===== src/rtl/sifive_reset_sequencer.sv =====
`default_nettype none
// ============================================================================
// Module   : sifive_reset_sequencer
// Purpose  : Single-clock reset sequencer. Synchronises the board reset,
//            holds it for 2^DEBOUNCE_BITS cycles, then releases NUM_DOMAINS
//            domain resets one at a time (bit 0 first), STAGGER_CYCLES apart.
//            A level soft_req / soft_ack handshake re-asserts every domain
//            (warm reset) and then replays the release sequence.
// Ports    : clock      - the only clock
//            areset     - asynchronous, active-high reset
//            soft_req   - warm-reset request (level, synchronous to clock)
//            soft_ack   - high while all domains are held by a warm reset
//            reset_out  - active-high per-domain resets, bit 0 released first
//            seq_done   - high while every domain is out of reset
// Macro    : SIFIVE_RESET_SEQ_REVERSE_ASSERT_EN - when defined, a warm reset
//            asserts domains one per STAGGER_CYCLES in descending order;
//            otherwise all domains assert on the request edge.
// Revision : 1.0 - initial release
// ============================================================================
module sifive_reset_sequencer #(
  parameter int NUM_DOMAINS    = 4,
  parameter int SYNC_STAGES    = 4,
  parameter int DEBOUNCE_BITS  = 8,
  parameter int STAGGER_CYCLES = 16
) (
  input  logic                   clock,
  input  logic                   areset,
  input  logic                   soft_req,
  output logic                   soft_ack,
  output logic [NUM_DOMAINS-1:0] reset_out,
  output logic                   seq_done
);

  localparam int c_idx_w  = (NUM_DOMAINS > 1) ? $clog2(NUM_DOMAINS) : 1;
  localparam int c_stag_w = $clog2(STAGGER_CYCLES);
  localparam int c_cnt_w  = ((DEBOUNCE_BITS > c_stag_w) ? DEBOUNCE_BITS : c_stag_w) + 1;

  // Terminal counts: the transition fires on the edge that would complete
  // the Nth counted cycle, so compare against N-1.
  localparam logic [c_cnt_w-1:0] c_hold_last = c_cnt_w'((1 << DEBOUNCE_BITS) - 1);
  localparam logic [c_cnt_w-1:0] c_stag_last = c_cnt_w'(STAGGER_CYCLES - 1);
  localparam logic [c_cnt_w-1:0] c_cnt_one   = c_cnt_w'(1);
  localparam logic [c_idx_w-1:0] c_idx_one   = c_idx_w'(1);
  localparam logic [c_idx_w-1:0] c_last_idx  = c_idx_w'(NUM_DOMAINS - 1);
`ifdef SIFIVE_RESET_SEQ_REVERSE_ASSERT_EN
  localparam logic [c_idx_w-1:0] c_rev_first = c_idx_w'((NUM_DOMAINS > 1) ? NUM_DOMAINS - 2 : 0);
`endif

  typedef enum logic [2:0] {
    S_HOLD    = 3'd0,
    S_RELEASE = 3'd1,
    S_RUN     = 3'd2,
    S_ASSERT  = 3'd3,
    S_ACK     = 3'd4
  } state_t;

  state_t                 r_state, w_state_nxt;
  logic [c_cnt_w-1:0]     r_cnt, w_cnt_nxt;
  logic [c_idx_w-1:0]     r_idx, w_idx_nxt;
  logic [NUM_DOMAINS-1:0] r_reset_out, w_reset_out_nxt;
  logic                   r_seq_done, w_seq_done_nxt;
  logic                   r_soft_ack, w_soft_ack_nxt;
  logic [SYNC_STAGES-1:0] r_sync;
  logic                   w_rst_sync;

  // Reset synchroniser: filled with ones by areset, drains to zero afterwards.
  always_ff @(posedge clock or posedge areset) begin
    if (areset) begin
      r_sync <= '1;
    end else begin
      r_sync <= {r_sync[SYNC_STAGES-2:0], 1'b0};
    end
  end

  assign w_rst_sync = r_sync[SYNC_STAGES-1];

  always_ff @(posedge clock or posedge areset) begin
    if (areset) begin
      r_state     <= S_HOLD;
      r_cnt       <= '0;
      r_idx       <= '0;
      r_reset_out <= '1;
      r_seq_done  <= 1'b0;
      r_soft_ack  <= 1'b0;
    end else begin
      r_state     <= w_state_nxt;
      r_cnt       <= w_cnt_nxt;
      r_idx       <= w_idx_nxt;
      r_reset_out <= w_reset_out_nxt;
      r_seq_done  <= w_seq_done_nxt;
      r_soft_ack  <= w_soft_ack_nxt;
    end
  end

  always_comb begin
    w_state_nxt     = r_state;
    w_cnt_nxt       = r_cnt;
    w_idx_nxt       = r_idx;
    w_reset_out_nxt = r_reset_out;
    w_seq_done_nxt  = r_seq_done;
    w_soft_ack_nxt  = r_soft_ack;

    case (r_state)
      S_HOLD: begin
        if (!w_rst_sync) begin
          if (r_cnt == c_hold_last) begin
            w_reset_out_nxt[0] = 1'b0;
            w_cnt_nxt          = '0;
            w_idx_nxt          = c_idx_one;
            if (NUM_DOMAINS == 1) begin
              w_seq_done_nxt = 1'b1;
              w_state_nxt    = S_RUN;
            end else begin
              w_state_nxt    = S_RELEASE;
            end
          end else begin
            w_cnt_nxt = r_cnt + c_cnt_one;
          end
        end
      end

      // r_idx is the next domain to release.
      S_RELEASE: begin
        if (r_cnt == c_stag_last) begin
          w_reset_out_nxt[r_idx] = 1'b0;
          w_cnt_nxt              = '0;
          if (r_idx == c_last_idx) begin
            w_seq_done_nxt = 1'b1;
            w_state_nxt    = S_RUN;
          end else begin
            w_idx_nxt      = r_idx + c_idx_one;
          end
        end else begin
          w_cnt_nxt = r_cnt + c_cnt_one;
        end
      end

      S_RUN: begin
        if (soft_req) begin
          w_seq_done_nxt = 1'b0;
          w_cnt_nxt      = '0;
`ifdef SIFIVE_RESET_SEQ_REVERSE_ASSERT_EN
          w_reset_out_nxt[NUM_DOMAINS-1] = 1'b1;
          if (NUM_DOMAINS == 1) begin
            // The top domain is also domain 0, so assertion is complete now.
            w_soft_ack_nxt = 1'b1;
            w_state_nxt    = S_ACK;
          end else begin
            w_idx_nxt      = c_rev_first;
            w_state_nxt    = S_ASSERT;
          end
`else
          w_reset_out_nxt = '1;
          w_soft_ack_nxt  = 1'b1;
          w_state_nxt     = S_ACK;
`endif
        end
      end

`ifdef SIFIVE_RESET_SEQ_REVERSE_ASSERT_EN
      // r_idx is the next domain to assert; soft_req is not consulted, so a
      // request dropped early still runs to completion.
      S_ASSERT: begin
        if (r_cnt == c_stag_last) begin
          w_reset_out_nxt[r_idx] = 1'b1;
          w_cnt_nxt              = '0;
          if (r_idx == '0) begin
            w_soft_ack_nxt = 1'b1;
            w_state_nxt    = S_ACK;
          end else begin
            w_idx_nxt      = r_idx - c_idx_one;
          end
        end else begin
          w_cnt_nxt = r_cnt + c_cnt_one;
        end
      end
`endif

      // The synchroniser is already drained, so HOLD starts counting on the
      // very next edge and the release replays the power-on timing.
      S_ACK: begin
        if (!soft_req) begin
          w_soft_ack_nxt = 1'b0;
          w_cnt_nxt      = '0;
          w_state_nxt    = S_HOLD;
        end
      end

      default: begin
        w_state_nxt = S_HOLD;
      end
    endcase
  end

  assign reset_out = r_reset_out;
  assign seq_done  = r_seq_done;
  assign soft_ack  = r_soft_ack;

endmodule
`default_nettype wire


===== config.mk =====
export PLATFORM = sky130hd
export DESIGN_NAME = sifive_reset_sequencer
export DESIGN_NICKNAME = d
export VERILOG_FILES = /design/src/rtl/sifive_reset_sequencer.sv
export SDC_FILE = /design/constraint.sdc
export NUM_CORES = 1
export LEC_CHECK = 0
export ABC_CLOCK_PERIOD_IN_PS = 4200
export BUFFER_PORTS_ARGS = -buffer_cell sky130_fd_sc_hd__buf_4
export CAP_MARGIN = 20
export CELL_PAD_IN_SITES_DETAIL_PLACEMENT = 1
export CELL_PAD_IN_SITES_GLOBAL_PLACEMENT = 1
export CORE_MARGIN = 5
export CORE_UTILIZATION = 48
export CTS_CLUSTER_DIAMETER = 50
export DETAILED_ROUTE_END_ITERATION = 7
export PLACE_DENSITY_LB_ADDON = 0.15
export SLEW_MARGIN = 10
export SYNTH_ARGS = -nofsm -noshare
export SYNTH_HDL_FRONTEND = slang
export SYNTH_SLANG_ARGS = --single-unit

===== constraint.sdc =====
create_clock -name clock -period 4.2 [get_ports clock]
set_input_delay 0.21 -clock clock [delete_from_list [all_inputs] [get_ports clock]]
set_output_delay 0.21 -clock clock [all_outputs]
set_load 0.01 [all_outputs]

==> results of run 1 <==
## worst reg2reg max path, delay by kind of cell (launching register included)
| kind | cells | cell delay, ns |
|---|---|---|
| compound gates | 3 | 1.32 |
| flops | 1 | 0.69 |
| simple gates | 1 | 0.36 |
## area by class of cell
cell class | instances | share of cell area
Clock buffer | 3 | 0.0152
Clock inverter | 1 | 0.0203
Inverter | 9 | 0.0228
Multi-Input combinational cell | 91 | 0.463
Sequential cell | 24 | 0.412
Tap cell | 31 | 0.0262
Timing Repair Buffer | 8 | 0.0405
## sequential cells by signal, summed over array words and instances, names as in the netlist
register   cells
r_idx          2
r_sync         4
soft_ack       1
r_state        3
seq_done       1
r_cnt          9
reset_out      4
## power breakdown
group          internal [mW]  switching [mW]  leakage (nW)
Sequential             0.296          0.0831         0.274
Combinational          0.138           0.159         0.331
Clock                 0.0966          0.0753        0.0279
Total                  0.530           0.317         0.633
## path summary, 6_finish.rpt
kind                            start   endpoint  slack [ns]  cells past startpoint
min                            areset   r_cnt[1]        0.07                      2
min reg2reg                 r_sync[2]  r_sync[3]        0.37                      0
max in group asynchronous      areset   r_cnt[7]        3.55                      2
max reg2reg                r_state[0]   r_cnt[2]        1.73                      4
max                        r_state[0]   r_cnt[2]        1.73                      4
min in group clock           soft_req   soft_ack        0.17                      3
## placed cells by master (no fill, tap or decap), types with 3 or more instances in the layout
cell and instances:
dfstp_2 8, mux2i_1 3, dfrtp_1 16, nor2b_1 3, a21o_1 3, clkbuf_4 3
a22o_1 3, a221o_1 4, nand2_1 11, ha_1 7, a21oi_1 5, inv_1 9
nor3_1 3, nor2_1 5, o21ai_0 6, nand3_1 3, buf_4 8
## layer usage
metal  wire length, um  up-vias  global-route usage
li1                  -      481                   -
met5                 0        -                   0
met1              1390      510               0.206
met2              1530        9               0.300
met4                33        0              0.0545
met3                55        4              0.0320
## cells by family after synthesis
family / count (synthesis)
AOI/OAI and AO/OA: 34
DFF: 24
other: 1
muxes: 5
adders and majority gates: 7
buffers and inverters: 14
and+or+nand+nor: 42
xor gates and xnor gates: 2
==> run_results.csv, run 1 <==
group,metric,value,unit
die,die_h,63.2,um
final_layout,final_cells,167,
clock_tree,cts_tree,"built",
worst_setup_path,path_cells,"and4bb_2, a211oi_2, a21oi_2, a311o_1",
global_routing,grt_max_degree,25,
worst_setup_path,required,4.42,ns
clock_tree,ctsResizeCount,0,
final_layout,antenna_cells,0,
clock_tree,clk_pin_slew,0.14,ns
synth,ys_seq_elements,24,
timing,tns,0,ns
place,dpl-instance-area,1430,um^2
synth,synth-compound-area-share,0.201,
clock_tree,cts_root_buffer,"clkbuf_4",
synth,synth_top_area_frac,0.294,
global_routing,grt_pass1_vias,1110,
worst_setup_path,slowest_delay,0.77,ns
timing,whs,0.0708,ns
worst_setup_path,cp_max_fo,16,
clock_tree,cts.sinks,24,
timing,period_share,0.589,
synth,yosys.area_share.adder,0.0644,
routing,firstDrtPassIters,4,
timing,slew_headroom,0.379,
synth,synth_area_leaders,"dfrtp_1 29%, dfstp_2 15%, ha_1 6.4%",
power,fin_total_pwr,0.847,mW
synth,synth_mux_area_frac,0.0386,
synth,synth-edff-count,0,
run_status,status,"finished, final reports clean",
global_routing,grt_pass1_wl,5440,um
synth,yosysTopAreaCell,"dfrtp_1",
clock_tree,cts_max_path_buffers,2,
timing,min_period,2.47,ns
worst_setup_path,crit_buf_inv,0,
final_layout,multi_input_area,687,um^2
clock_tree,ctsHtreeMaxLevel,1,
synth,synthSimpleGateAreaFrac,0.186,
die,floorplan.initialDensity,0.497,
routing,wl_per_cell,18.0,um
timing,max_freq,404,MHz
routing,wl,3000,um
synth,yosysUniqueCellTypes,49,
timing,rsz0062_at_grt,"false",
timing,postLayoutSetupSlackWorst,1.73,ns
synth,netlist_instances,129,
die,num_io_pins,9,
clock_tree,cts_setup_buffers,0,
synth,syn_area,1360,um^2
timing,worst_pin_slew,0.930,ns
final_layout,drive_gt1_frac,0.250,
place,port_buffers,8,
timing,hold_viol_final,0,
routing,detail_route.vias_per_cell,6.01,
routing,drc,0,
global_routing,grt_usage,0.170,
timing,slew_violations,0,
power,leakage,0.633,nW
synth,synth.avg_cell_area,10.5,um^2
worst_setup_path,critical_path.top_delay_family,"compound AO/OA/AOI/OAI gates",
clock_tree,cts_made_buffers,3,
routing,postRouteAntennaNets,0,
synth,synthesis.nets,139,
global_routing,antenna_found_initial,0,
synth,synth_top_family_by_area,"compound AO/OA/AOI/OAI gates",
final_layout,area_growth_syn_to_layout,9.02,%
final_layout,ff_latch_area,611,um^2
clock_tree,clk_latency,0.33,ns
worst_setup_path,criticalPathCategory,"reg2reg",
routing,vias,1004,
final_layout,finalInstanceArea,1480,um^2
synth,synthArstFlopShare,1.00,
hold_path,hold_class,"in2async",
final_layout,final_nets,147,
die,rows,19,
routing,drt_iter0_markers,76,
timing,finalClockSkew,0.00874,ns
worst_setup_path,crit_arrival,2.69,ns
synth,yosysMostFrequentCell,"dfrtp_1",
job,drv_cap,0,
worst_setup_path,startpoint_type,"register",
synth,ys_seq_area_frac,0.449,
synth,yosys-top-cells-count,"16 x dfrtp_1, 11 x nand2_1, 9 x inv_1",
timing,setup_viol,0,
worst_setup_path,slowest_stage,"a211oi_2",
die,die_w,63.2,um
clock_tree,ctsHoldBuffers,0,
global_routing,grt_remaining_overflow,0,
power,max-vdd-ir-drop,0.000280,V
synth,synthFlopType,"dfrtp_1",
place,hpwl,2080,um
die,core,2730,um^2
die,dieArea,4000,um^2
final_layout,utilization,0.542,
place,place.gp.congestion,0.829,
final_layout,nFillCells,292,
place,dp_cells,163,
power,powerDensity,571,nW/um^2
worst_setup_path,end_kind,"register",
synth,ys_warn_count,0,
place,preCtsSetupSlack,1.74,ns
synth,synth-xor-area-share,0.0129,
No activity file was read; power rests on OpenSTA's default activity.
==> run 2, diff against run 1 <==
--- a/config.mk
+++ b/config.mk
@@ -5,13 +5,13 @@
 export SDC_FILE = /design/constraint.sdc
 export NUM_CORES = 1
 export LEC_CHECK = 0
-export ABC_CLOCK_PERIOD_IN_PS = 4200
+export ABC_CLOCK_PERIOD_IN_PS = 2100
 export BUFFER_PORTS_ARGS = -buffer_cell sky130_fd_sc_hd__buf_4
 export CAP_MARGIN = 20
 export CELL_PAD_IN_SITES_DETAIL_PLACEMENT = 1
 export CELL_PAD_IN_SITES_GLOBAL_PLACEMENT = 1
 export CORE_MARGIN = 5
-export CORE_UTILIZATION = 48
+export CORE_UTILIZATION = 42
 export CTS_CLUSTER_DIAMETER = 50
 export DETAILED_ROUTE_END_ITERATION = 7
 export PLACE_DENSITY_LB_ADDON = 0.15
==> constraint.sdc (replaced) <==
create_clock -name clock -period 2.1 [get_ports clock]
set_input_delay 0.105 -clock clock [delete_from_list [all_inputs] [get_ports clock]]
set_output_delay 0.105 -clock clock [all_outputs]
set_load 0.01 [all_outputs]
==> run 2 against run 1 <==
Cell area increased by 13%. Largest cell class unchanged. Count of clock-buffer cells in the layout unchanged. Global-route usage decreased by 1.6 points. Combinational power increased to 2.6 times the previous value. Die area increased by 12%. Via count increased by 5.0%. Hold slack got worse by 0.017 ns. Highest routed layer unchanged. First-iteration DRC count decreased by 71%. Total power increased by 120%. Setup slack got worse by 1.6 ns. Critical path type unchanged.
==> run_results.csv, run 2 (synthesis results as in run 1) <==
group,metric,value,unit
run_status,status,"finished, final reports clean",
job,drv_cap,0,
clock_tree,clk_pin_slew,0.14,ns
clock_tree,clk_latency,0.33,ns
routing,vias,1054,
worst_setup_path,end_kind,"register",
global_routing,grt_usage,0.154,
die,die_h,66.9,um
timing,max_freq,503,MHz
final_layout,nFillCells,348,
die,num_io_pins,9,
clock_tree,cts_max_path_buffers,2,
routing,wl,3070,um
power,p_comb_frac,0.420,
routing,detail_route.vias_per_cell,5.32,
power,leakage,0.720,nW
power,p_switching,0.681,mW
power,powerDensity,1110,nW/um^2
final_layout,utilization,0.546,
die,floorplan.initialDensity,0.442,
timing,slew_headroom,0.416,
power,max-vdd-ir-drop,0.000529,V
final_layout,area_growth_syn_to_layout,23.6,%
worst_setup_path,crit_arrival,2.22,ns
timing,setup_viol,0,
timing,tns,0,ns
worst_setup_path,criticalPathCategory,"reg2reg",
global_routing,grt_pass1_wl,5320,um
timing,whs,0.0533,ns
power,power_switching_share,0.366,
routing,postRouteAntennaNets,0,
global_routing,grt_pass1_vias,1140,
clock_tree,cts_made_buffers,3,
final_layout,antenna_cells,0,
worst_setup_path,cp_max_fo,5,
clock_tree,cts.sinks,24,
final_layout,layout_commonest_cell,"buf_4",
final_layout,final_nets,165,
timing,worst_pin_slew,0.875,ns
final_layout,largest_register_ffs,9,
die,dieArea,4480,um^2
worst_setup_path,path_cells,"or3_4, o311ai_4, buf_4, a21oi_4, a311o_1",
final_layout,drive_gt1_frac,0.370,
timing,hold_viol_final,0,
die,die_w,66.9,um
power,p_int,1.18,mW
routing,drt_iter0_markers,22,
timing,finalClockSkew,0.00846,ns
timing,period_share,0.946,
worst_setup_path,required,2.33,ns
final_layout,finalInstanceArea,1680,um^2
timing,rsz0062_at_grt,"false",
clock_tree,cts_root_buffer,"clkbuf_4",
place,hpwl,2190,um
global_routing,antenna_found_initial,0,
place,port_buffers,8,
timing,min_period,1.99,ns
place,place.gp.congestion,0.752,
hold_path,hold_class,"in2reg",
timing,slew_violations,0,
routing,firstDrtPassIters,4,
final_layout,final_cell_mix,"25 x buf_4, 16 x dfrtp_1, 10 x nand2_1",
worst_setup_path,startpoint_type,"register",
die,core,3080,um^2
routing,wl_per_cell,15.5,um
final_layout,regMostFlops,"r_cnt",
die,rows,20,
clock_tree,ctsHtreeMaxLevel,1,
global_routing,grt_remaining_overflow,0,
worst_setup_path,slowest_delay,0.46,ns
clock_tree,cts_tree,"built",
power,seqPwrFrac,0.398,
power,pwr-share-clk,0.182,
place,dpl-instance-area,1530,um^2
routing,drc,0,
worst_setup_path,slowest_stage,"dfrtp_1",
global_routing,grt_max_degree,24,
run 2: changes by cell type in the layout (fill, tap and decap cells not counted), sizes merged:
cell	before	now
dlygate4sd3	0	1
buf	8	25
run 2: power groups by stage:
| stage | Combinational [mW] | Sequential [mW] | Clock [mW] |
|---|---|---|---|
| 2_1_floorplan | 0.476 | 0.706 | 0 |
| 3_3_place_gp | 0.631 | 0.728 | 0 |
| 3_5_place_dp | 0.658 | 0.740 | 0 |
| 4_1_cts | 0.682 | 0.727 | 0.353 |
| 5_1_grt | 0.873 | 0.762 | 0.377 |
| 6_report | 0.783 | 0.741 | 0.339 |
run 2: path summary, 6_finish.rpt:
check                           from           end  slack [ns]  cells after the start
min                         soft_req      soft_ack        0.05                      3
max                         r_cnt[7]      r_cnt[2]        0.11                      5
min in group asynchronous     areset      r_cnt[4]        0.51                      3
max reg2reg                 r_cnt[7]      r_cnt[2]        0.11                      5
min reg2reg                r_sync[1]     r_sync[2]        0.37                      0
max in group asynchronous     areset  reset_out[1]        0.94                      4
run 2: layout make-up:
type	count	area, um^2	share of cell area
Sequential cell	24	611	0.363
Timing Repair Buffer	26	198	0.118
Clock buffer	3	22.5	0.0134
Multi-Input combinational cell	91	732	0.435
Clock inverter	1	30.0	0.0179
Inverter	9	33.8	0.0201
Tap cell	44	55.1	0.0327
run 2: metrics by stage:
stage	worst slack [ns]	power, mW	cells
3_5_place_dp	0.0225	1.40	187
3_3_place_gp	0.0864	1.36	187
4_1_cts	0.0196	1.76	193
5_1_grt	0.00589	2.01	198
2_1_floorplan	0.0892	1.18	129
6_report	0.113	1.86	198
run 2: routing by layer:
layer,GRT usage,vias to the layer above,part of all wire
li1,-,513,-
met1,0.207,526,0.49
met2,0.250,10,0.47
met3,0.0422,5,0.028
met4,0.0228,0,0.0088
met5,0,-,0
run 2: critical path, delay by kind of cell, from the launching register on:
kind / cells / cell delay, ns
compound gates: 3 / 0.81
flops: 1 / 0.46
simple gates: 1 / 0.43
buf+inv: 1 / 0.19
run 2: what timing repair did:
item                                    in CTS  in global routing
hold buffers                                 1                  0
hold endpoints to repair                    16                  0
buffers inserted                             1                  5
pin swaps                                    0                  3
endpoints found under the setup margin       1                  7
resized for setup                            0                 10
==> run 3, diff against run 2 <==
--- a/config.mk
+++ b/config.mk
@@ -14,8 +14,7 @@
 export CORE_UTILIZATION = 42
 export CTS_CLUSTER_DIAMETER = 50
 export DETAILED_ROUTE_END_ITERATION = 7
-export PLACE_DENSITY_LB_ADDON = 0.15
-export SLEW_MARGIN = 10
+export PLACE_DENSITY_LB_ADDON = 0.1
 export SYNTH_ARGS = -nofsm -noshare
 export SYNTH_HDL_FRONTEND = slang
 export SYNTH_SLANG_ARGS = --single-unit
==> run 3 against run 2 <==
Utilization fell by 1.4 points. Sequential cell count stayed put. Cell area down 2.6%. Largest cell class unchanged. Register-to-register slack is essentially flat. Clock power down 28%. Total power shrank 6.8%. Via count grew 0.19%. Critical endpoint is now r_cnt[8]. Sequential power about the same. Highest routed layer unchanged.
==> run_results.csv, run 3 (synthesis results as in run 1) <==
group,metric,value,unit
power,p_comb_frac,0.432,
place,dpl-instance-area,1530,um^2
worst_setup_path,r2r_end,"r_cnt[8]",
routing,wl_met2,1420,um
final_layout,area_growth_syn_to_layout,20.4,%
global_routing,grt_pass1_vias,1085,
die,dieArea,4480,um^2
worst_setup_path,startpoint,"r_cnt[0]",
worst_setup_path,crit_buf_inv,2,
final_layout,largest_register_ffs,9,
global_routing,grt_remaining_overflow,0,
worst_setup_path,r2r_start,"r_cnt[0]",
power,p_switching,0.665,mW
timing,rsz0062_at_grt,"false",
clock_tree,cts_root_buffer,"clkbuf_4",
run_status,status,"finished, final reports clean",
place,hpwl,2150,um
routing,vias,1056,
power,powerDensity,1060,nW/um^2
worst_setup_path,cp.depth,7,
die,die_h,66.9,um
routing,drc,0,
global_routing,grt_max_degree,25,
final_layout,antenna_cells,0,
place,port_buffers,8,
final_layout,drive_gt1_frac,0.342,
worst_setup_path,cp_common_cell,"buf_4",
final_layout,multi_input_area,742,um^2
die,die_w,66.9,um
routing,wl_per_cell,15.7,um
final_layout,nFillCells,344,
worst_setup_path,startpoint_type,"register",
job,drv_cap,0,
timing,period_share,0.940,
clock_tree,cts.sinks,24,
clock_tree,cts_tree,"built",
final_layout,finalInstanceArea,1640,um^2
global_routing,grt_pass1_wl,5200,um
clock_tree,clk_latency,0.32,ns
routing,drt-met1-wl,1490,um
place,dp_cells,187,
power,max-vdd-ir-drop,0.000575,V
final_layout,final_cell_mix,"20 x buf_4, 16 x dfrtp_1, 10 x nand2_1",
final_layout,final_nets,160,
power,pwr-share-clk,0.141,
worst_setup_path,r2r_slack,0.13,ns
worst_setup_path,critical_path.top_delay_family,"compound AO/OA/AOI/OAI gates",
timing,slew_violations,0,
die,core,3080,um^2
routing,drt_iter0_markers,38,
die,num_io_pins,9,
worst_setup_path,required,2.32,ns
die,rows,20,
clock_tree,ctsHtreeMaxLevel,1,
final_layout,ff_latch_area,611,um^2
power,p_int,1.07,mW
clock_tree,cts_made_buffers,3,
routing,wl_met3,104,um
power,fin_total_pwr,1.74,mW
routing,firstDrtPassIters,4,
global_routing,antenna_found_initial,0,
place,place.gp.congestion,0.844,
routing,postRouteAntennaNets,0,
routing,top_layer_used,"met4",
power,seqPwrFrac,0.427,
timing,min_period,1.97,ns
final_layout,layout_commonest_cell,"buf_4",
worst_setup_path,slowest_stage,"o311ai_4",
global_routing,grt_usage,0.151,
final_layout,final_cells,193,
hold_path,hold_class,"in2reg",
worst_setup_path,criticalPathCategory,"reg2reg",
timing,hold_viol_final,0,
place,preCtsSetupSlack,0.0746,ns
timing,max_freq,507,MHz
timing,setup_viol,0,
power,leakage,0.688,nW
final_layout,regMostFlops,"r_cnt",
worst_setup_path,end_kind,"register",
worst_setup_path,cp-endpoint,"r_cnt[8]",
clock_tree,cts_max_path_buffers,2,
power,power_switching_share,0.383,
die,floorplan.initialDensity,0.442,
worst_setup_path,cp_max_fo,7,
routing,wl,3030,um
timing,postLayoutSetupSlackWorst,0.126,ns
timing,tns,0,ns
worst_setup_path,crit_arrival,2.19,ns
hold_path,hold_path_depth,3,
worst_setup_path,path_cells,"ha_4, nand3_2, buf_4, o311ai_4, buf_4, o21ai_0, mux2_2",
routing,detail_route.vias_per_cell,5.47,
worst_setup_path,rr_worst_depth,7,
worst_setup_path,slowest_delay,0.44,ns
timing,finalClockSkew,0.00664,ns
clock_tree,clk_pin_slew,0.13,ns
[run 3: changes by cell type in the layout (fill, tap and decap cells not counted), sizes merged]
cell    delta
buf        -5
bufinv     -1
clkbuf     +1
[run 3: tightest hold or removal path, delay by kind of cell]
family	cells	cell delay, ns
compound gates	2	0.13
buf+inv	1	0.12
[run 3: per-stage QoR]
step,hold slack [ns],util
final,0.0703,0.532
after global routing,0.0804,0.532
after CTS,0.0578,0.512
after detailed placement,0.181,0.497
after global placement,0.176,0.497
after floorplan,0.114,-
[run 3: how the worst min path moves through the flow]
stage          slack [ns]      from    endpoint
2_1_floorplan        0.11    areset    r_cnt[0]
3_3_place_gp         0.18    areset    r_cnt[4]
3_5_place_dp         0.18    areset    r_cnt[4]
4_1_cts              0.06  soft_req    soft_ack
5_1_grt              0.08  soft_req  r_state[2]
6_report             0.07  soft_req    soft_ack
[run 3: final cells by class]
class / count / share of cell area
flip-flops and latches: 24 / 0.373
inverters: 9 / 0.0206
clock buffers: 4 / 0.0222
multi-input cells: 91 / 0.453
well taps: 44 / 0.0336
repair buffers: 21 / 0.0978
[run 3: power groups by stage]
stage	Combinational, mW	Clock [mW]	Sequential (mW)
after floorplan	0.476	0	0.706
after global placement	0.651	0	0.727
after detailed placement	0.674	0	0.731
after CTS	0.680	0.258	0.725
after global routing	0.841	0.278	0.757
final	0.750	0.245	0.741
[run 3: layer usage]
| metal | vias to the layer above | GRT usage |
|---|---|---|
| met1 | 533 | 0.204 |
| met4 | 0 | 0.0228 |
| met2 | 12 | 0.254 |
| li1 | 506 | - |
| met5 | - | 0 |
| met3 | 5 | 0.0320 |
[run 3: timing repair]
action,4_1_cts,5_1_grt
hold buffers,1,0
buffers inserted,0,1
gates resized for setup,0,10
hold endpoints to repair,16,0
endpoints found under the setup margin,0,9
